File: src/rtl/fetch_unit.sv
// Instruction fetch unit: issues one instruction-memory request per PC value,
// hands the returned word to decode with PC+4, and pulses PCWrite once per
// accepted instruction. Redirects (Flush) discard in-flight data; a request
// left unacknowledged for TIMEOUT cycles parks the unit in a sticky error state.
module fetch_unit #(
  parameter int TIMEOUT = 15
) (
  input  logic        Clk,
  input  logic        Reset,
  input  logic [31:0] PCResult,
  output logic        PCWrite,
  output logic        IMemReq,
  output logic [31:0] IMemAddr,
  input  logic        IMemAck,
  input  logic [31:0] IMemData,
  input  logic        Stall,
  input  logic        Flush,
  output logic [31:0] InstrOut,
  output logic [31:0] PCPlus4Out,
  output logic        InstrValid,
  output logic        FetchErr
);

  // Counter is wide enough to hold TIMEOUT; a TIMEOUT below 1 is treated as 1.
  localparam int TIMEOUT_EFF = (TIMEOUT < 1) ? 1 : TIMEOUT;
  localparam int CNT_W       = $clog2(TIMEOUT_EFF + 1);
  // Value of the counter during the last unacknowledged cycle that is still tolerated.
  localparam logic [CNT_W-1:0] LAST_CNT = CNT_W'(TIMEOUT_EFF - 1);

  typedef enum logic [2:0] {
    IDLE  = 3'd0,
    FETCH = 3'd1,
    VALID = 3'd2,
    DROP  = 3'd3,
    ERR   = 3'd4
  } state_t;

  state_t           state_reg;
  logic [CNT_W-1:0] count_reg;

  // Fetch FSM with all outputs registered alongside the state.
  always_ff @(posedge Clk) begin
    if (Reset) begin
      state_reg  <= IDLE;
      count_reg  <= '0;
      PCWrite    <= 1'b0;
      IMemReq    <= 1'b0;
      IMemAddr   <= 32'd0;
      InstrOut   <= 32'd0;
      PCPlus4Out <= 32'd0;
      InstrValid <= 1'b0;
      FetchErr   <= 1'b0;
    end else begin
      // PCWrite is only ever raised on the FETCH->VALID edge, so it drops
      // again after exactly one cycle.
      PCWrite <= 1'b0;
      case (state_reg)
        IDLE: begin
          state_reg <= FETCH;
          IMemAddr  <= PCResult;
          IMemReq   <= 1'b1;
          count_reg <= '0;
        end

        FETCH: begin
          if (IMemAck) begin
            count_reg <= '0;
            if (Flush) begin
              // Redirect arrived with the data: drop it and refetch at once.
              IMemAddr  <= PCResult;
              state_reg <= FETCH;
            end else begin
              InstrOut   <= IMemData;
              PCPlus4Out <= IMemAddr + 32'd4;
              InstrValid <= 1'b1;
              PCWrite    <= 1'b1;
              IMemReq    <= 1'b0;
              state_reg  <= VALID;
            end
          end else if (count_reg == LAST_CNT) begin
            // Timeout wins over a simultaneous flush; memory is considered dead.
            IMemReq   <= 1'b0;
            FetchErr  <= 1'b1;
            state_reg <= ERR;
          end else if (Flush) begin
            // Request cannot be withdrawn; wait for its ack and discard it.
            count_reg <= '0;
            state_reg <= DROP;
          end else begin
            count_reg <= count_reg + CNT_W'(1);
          end
        end

        DROP: begin
          if (IMemAck) begin
            IMemAddr  <= PCResult;
            count_reg <= '0;
            state_reg <= FETCH;
          end else if (count_reg == LAST_CNT) begin
            IMemReq   <= 1'b0;
            FetchErr  <= 1'b1;
            state_reg <= ERR;
          end else begin
            count_reg <= count_reg + CNT_W'(1);
          end
        end

        VALID: begin
          // Flush beats Stall; otherwise a non-stalled cycle consumes the word.
          if (Flush || !Stall) begin
            InstrValid <= 1'b0;
            state_reg  <= IDLE;
          end
        end

        ERR: begin
          IMemReq    <= 1'b0;
          InstrValid <= 1'b0;
          FetchErr   <= 1'b1;
        end

        default: begin
          state_reg <= IDLE;
          IMemReq   <= 1'b0;
        end
      endcase
    end
  end

endmodule

File: config.mk
export PLATFORM = sky130hd
export DESIGN_NAME = fetch_unit
export DESIGN_NICKNAME = d
export VERILOG_FILES = /design/src/rtl/fetch_unit.sv
export SDC_FILE = /design/constraint.sdc
export NUM_CORES = 1
export LEC_CHECK = 0
export ABC_CLOCK_PERIOD_IN_PS = 1600
export CORE_MARGIN = 2
export CORE_UTILIZATION = 41
export CTS_BUF_LIST = sky130_fd_sc_hd__clkbuf_4
export DETAILED_ROUTE_END_ITERATION = 7
export PLACE_DENSITY = 0.89
export SYNTH_ARGS = -nofsm -noshare
export SYNTH_HDL_FRONTEND = slang
export SYNTH_SLANG_ARGS = --single-unit
File: constraint.sdc
create_clock -name Clk -period 1.6 [get_ports Clk]
set_input_delay 0.16 -clock Clk [delete_from_list [all_inputs] [get_ports Clk]]
set_output_delay 0.16 -clock Clk [all_outputs]
set_load 0.005 [all_outputs]
# --- After elaboration in Yosys (flattened, before gate mapping) ---
# Index checks and enable logic that the tools add are counted.
totals:
  reg_bits: 107
  input_bits: 69
  output_inout_bits: 100
  elab_cells: 80
op_classes:
  n_addsub: 2
  n_eq_ne: 18
  n_mux: 31
  bitwise_logic: 5
  n_reduce_logical: 15
ops:
  columns: ["op", "count"]
  rows:
  - ["$mux 32", 3]
  - ["$pmux 32 s3", 1]
  - ["$add 32x3->32 const B", 1]
  - ["$mux 4", 5]
  - ["$mux 3", 6]
  - ["$pmux 3 s5", 1]
  - ["$ne 2x2->1 const B", 7]
  - ["$ne 3x3->1 const B", 4]
  - ["$pmux 4 s3", 1]
  - ["$reduce_and 3->1", 4]
  - ["$reduce_and 4->1", 3]
  - ["$mux 1", 10]
  - ["$eq 3x2->1 const B", 2]
  - ["$reduce_bool 3->1", 2]
  - ["$not 1->1", 5]
  - ["$add 4x1->4 const B", 1]
  - ["$eq 4x4->1 const B", 1]
  - ["$ne 4x4->1 const B", 1]
  - ["$pmux 1 s4", 1]
  - ["$eq 3x1->1 const B", 1]
  - ["$eq 3x3->1 const B", 1]
  - ["$logic_not 3->1", 1]
  - ["$pmux 1 s3", 1]
  - ["$reduce_or 3->1", 1]
  - ["7 further kinds", 7]

# --- Logic depth before layout (Yosys ltp) ---
logic_depth:
  depth_word: 5
  ltp_mapped: 7
  ltp_nobuf: 7

# --- Worst setup path before layout ---
# Ideal clock, no wire load.
synth_path:
  path_type: "flip-flop to flip-flop"
  from: "register IMemAddr[2]"
  to: "register PCPlus4Out[14]"
  setup_ps: 86
  arrival_ps: 1683
  t_required_ps: 1514
  slack_ps: -169
  path_stages_with_launch: 7
  path_buffers: 0
  synth_period_minus_slack_ps: 1769
  cell_sequence: "dfxtp_1 -> ha_1 -> nand2_1 -> or3_1 -> nand2b_1 -> xor2_1 -> a211oi_1"
synth_between:
  elab_chain_len: 1
synth_lines:
  columns: ["element", "line_no", "source"]
  rows:
  - ["start, declared", "13", "output logic [31:0] IMemAddr,"]
  - ["start signal, assigned", "60", "IMemAddr <= PCResult;"]
  - ["start signal, assigned", "70", "IMemAddr <= PCResult;"]
  - ["start signal, assigned", "96", "IMemAddr <= PCResult;"]
  - ["$add 32x3->32", "74", "PCPlus4Out <= IMemAddr + 32'd4;"]
  - ["end signal, assigned", "74", null]
  - ["end, declared", "19", "output logic [31:0] PCPlus4Out,"]
# No other way between the ends.
# A chain may end at the register's enable or synchronous reset.

# --- Worst setup path in the final report ---
layout_path:
  from: "register IMemAddr[5]"
  to: "register PCPlus4Out[22]"
# The elaborated chain is that of the path after synthesis.

==> metrics.cfg <==
[floorplan]
die_w_um=109
die_area_mm2=0.0119
core_mm2=0.0108
ios=169
die_h_um=109
initial_core_util=0.420
num_rows=38

[yosys]
syn_inst=521
synth_seq_cells=107
ys_async_sr_fraction=0
synth-main-ff-cell=dfxtp_1
synth-edff-count=0
yosys_warnings=0
synth_area_mm2=0.00453
avgSynthCellArea_um2=8.70
postSynthNetCount=593
synth.distinct_cells=46
ys_seq_area_frac=0.473

[grt]
grt_usage=0.233
grt-ovfl-total=0
grt_pass1_wl_mm=22.0
grt_max_degree=41
antenna_found_initial=0
grt_pass1_vias=4517

[placed_design]
placed_area_mm2=0.00681
dpl.hpwl_mm=9.90
io_buffers=168
routabilityCongestion=0.824
dpl_worst_slack_ns=-0.290

[clock_network]
numCtsBuffers=9
root_buffer=clkbuf_4
cts_tree=built
clk_path_buf_depth=2
cts.sinks=107
cts_hold_buf=0
path_clk_slew_ns=0.16
htreeDepth=3
clock_latency_ns=0.45

[timing]
whs_ns=0.0930
period_minus_slack_ns=1.60
setup_viol=0
slew_violations=0
max_clock_freq_mhz=625
fin_worst_skew_ns=0.0254
finalHoldViolations=0
worst_slew_pin_slew_ns=0.425
rsz0062_at_grt=yes
layout_setup_ws_ns=0.00127
slew_headroom=0.717
period_share=0.999
timing.setup.tns_ns=0

[setup_path]
crit_path_end=PCPlus4Out[22]
r2r-end=PCPlus4Out[22]
reg2reg_slack_ns=0.001
criticalPathCategory=reg2reg
r2r-start=IMemAddr[5]
critical_path.cell_chain=nand4_4 -> nor4_4 -> nor3b_2 -> xnor2_1 -> a211oi_2
slowest_delay_ns=0.42
crit_family=simple AND/OR/NAND/NOR gates
critPathLaunch=IMemAddr[5]
cp.arrival_ns=1.93
critPathLaunchType=flop
worstSetupEndpointType=flop
path_buf_inv=0
worstPathMaxFanout=4
cp_slowest_cell=nor4_4
critPathRequiredTime_ns=1.94
worst-path-stages=5
r2r_cells=5

[route]
vias=4568
antenna_left=0
firstDrtPassIters=5
wl_mm=14.3
wl_met2_mm=7.27
dr_wl_met3_um=869
wl_per_cell_um=16.1
routed_via_density=5.13
drt_iter0_markers=270
drt-met1-wl_mm=5.98
highest_layer=met4
drc_errors=0

[outcome]
outcome=finished, final reports clean

[finish]
syn2layout_area_growth_pct=63.7
num-nets-final=818
final_cell_area_mm2=0.00742
drive_gt1_frac=0.229
reg_top3=IMemAddr x32, InstrOut x32, PCPlus4Out x32
diodes=0

[power]
p_leak_nw=2.96
ir_drop_mv=0.545
finalPower_w=0.00589
p_per_area_mw_per_mm2=794

[flow_run]
drv_cap=0

[hold_path]
worstHoldPathType=in2reg

-- synth_stat cells (2+ instances only) --
library cell / instances / area [µm²]
dfxtp_1: 107 / 2140
nand2_1: 90 / 338
nor2_1: 77 / 289
a21oi_1: 43 / 215
mux2i_1: 32 / 320
a211oi_1: 30 / 225
xor2_1: 21 / 184
clkbuf_1: 17 / 63.8
nand3_1: 13 / 65.1
nand4_1: 12 / 75.1
buf_2: 10 / 50.1
nor3_1: 9 / 45.0
xnor2_1: 8 / 70.1
inv_1: 6 / 22.5
and3_1: 3 / 18.8
buf_6: 3 / 33.8
ha_1: 3 / 37.5
a211oi_2: 2 / 25.0
a21o_1: 2 / 15.0
buf_1: 2 / 7.51
nand2b_1: 2 / 12.5
nand4_4: 2 / 42.5
nor2b_1: 2 / 12.5
o21ai_0: 2 / 10.0
o31ai_1: 2 / 15.0
-- worst min-delay path, delay by kind of cell --
kind	cells	cell delay, ns
compound gates	2	0.09
buf+inv	2	0.22
simple gates	1	0.04
-- cell type report --
cell class              count  area [µm²]
clock buffers              10        75.1
clock inverters             5        78.8
fillers                   832        3370
inverters                   6        22.5
multi-input cells         374        2410
flip-flops and latches    107        2200
well taps                 140         175
repair buffers            248        2460
-- power breakdown --
group          internal, W  switching, W
Combinational     0.000833      0.000602
Sequential         0.00283      0.000121
Clock             0.000639      0.000862
-- metrics by stage --
step           utilization  std cells
2_1_floorplan            -        521
3_3_place_gp         0.631        859
3_5_place_dp         0.631        859
4_1_cts              0.663        886
5_1_grt              0.687        890
6_report             0.687        890
-- metal layers --
| metal | track usage | up-vias |
|---|---|---|
| met5 | 0 | - |
| met4 | 0.0696 | 0 |
| met3 | 0.0526 | 14 |
| met2 | 0.401 | 153 |
| met1 | 0.289 | 2182 |
| li1 | - | 2219 |
-- cell families after synthesis --
| kind of cell | Yosys count | synth area share |
|---|---|---|
| XOR/XNOR | 29 | 0.0560 |
| buffers and inverters | 40 | 0.0420 |
| AND/OR/NAND/NOR | 222 | 0.226 |
| adder cells (fa/ha/maj) | 3 | 0.00828 |
| AO/OA/AOI/OAI | 87 | 0.122 |
| flip-flops | 107 | 0.473 |
| multiplexers | 33 | 0.0732 |
-- cell usage in the layout, fill, tap and decap left out, types with 9 or more instances in the layout --
master	instances
dfxtp_1	76
buf_4	61
nand4_1	12
a211oi_1	24
xor2_1	20
nor2_1	76
mux2i_1	29
a21oi_1	40
clkbuf_4	10
clkdlybuf4s50_1	141
nand2_1	88
dlygate4sd2_1	26
dfxtp_2	25
nand3_1	9
-- worst min-delay path by stage --
stage,to,slack (ns),depth (start not counted),startpoint
after global placement,InstrOut[27],0.44,2,InstrOut[27]
after CTS,count_reg[2],0.07,5,Reset
after detailed placement,InstrOut[11],0.45,2,InstrOut[11]
after global routing,count_reg[2],0.09,5,Reset
after floorplan,InstrOut[0],0.30,2,IMemData[0]
final,count_reg[2],0.09,5,Reset
-- what timing repair did --
| item | in CTS | in global routing |
|---|---|---|
| buffers inserted | 11 | 2 |
| gates resized for setup | 68 | 42 |
| gates cloned | 1 | 4 |
| endpoints found under the setup margin | 58 | 65 |
| hold endpoints to repair | 0 | 0 |
| pin swaps | 12 | 16 |
(Power assumes the default switching activity.)
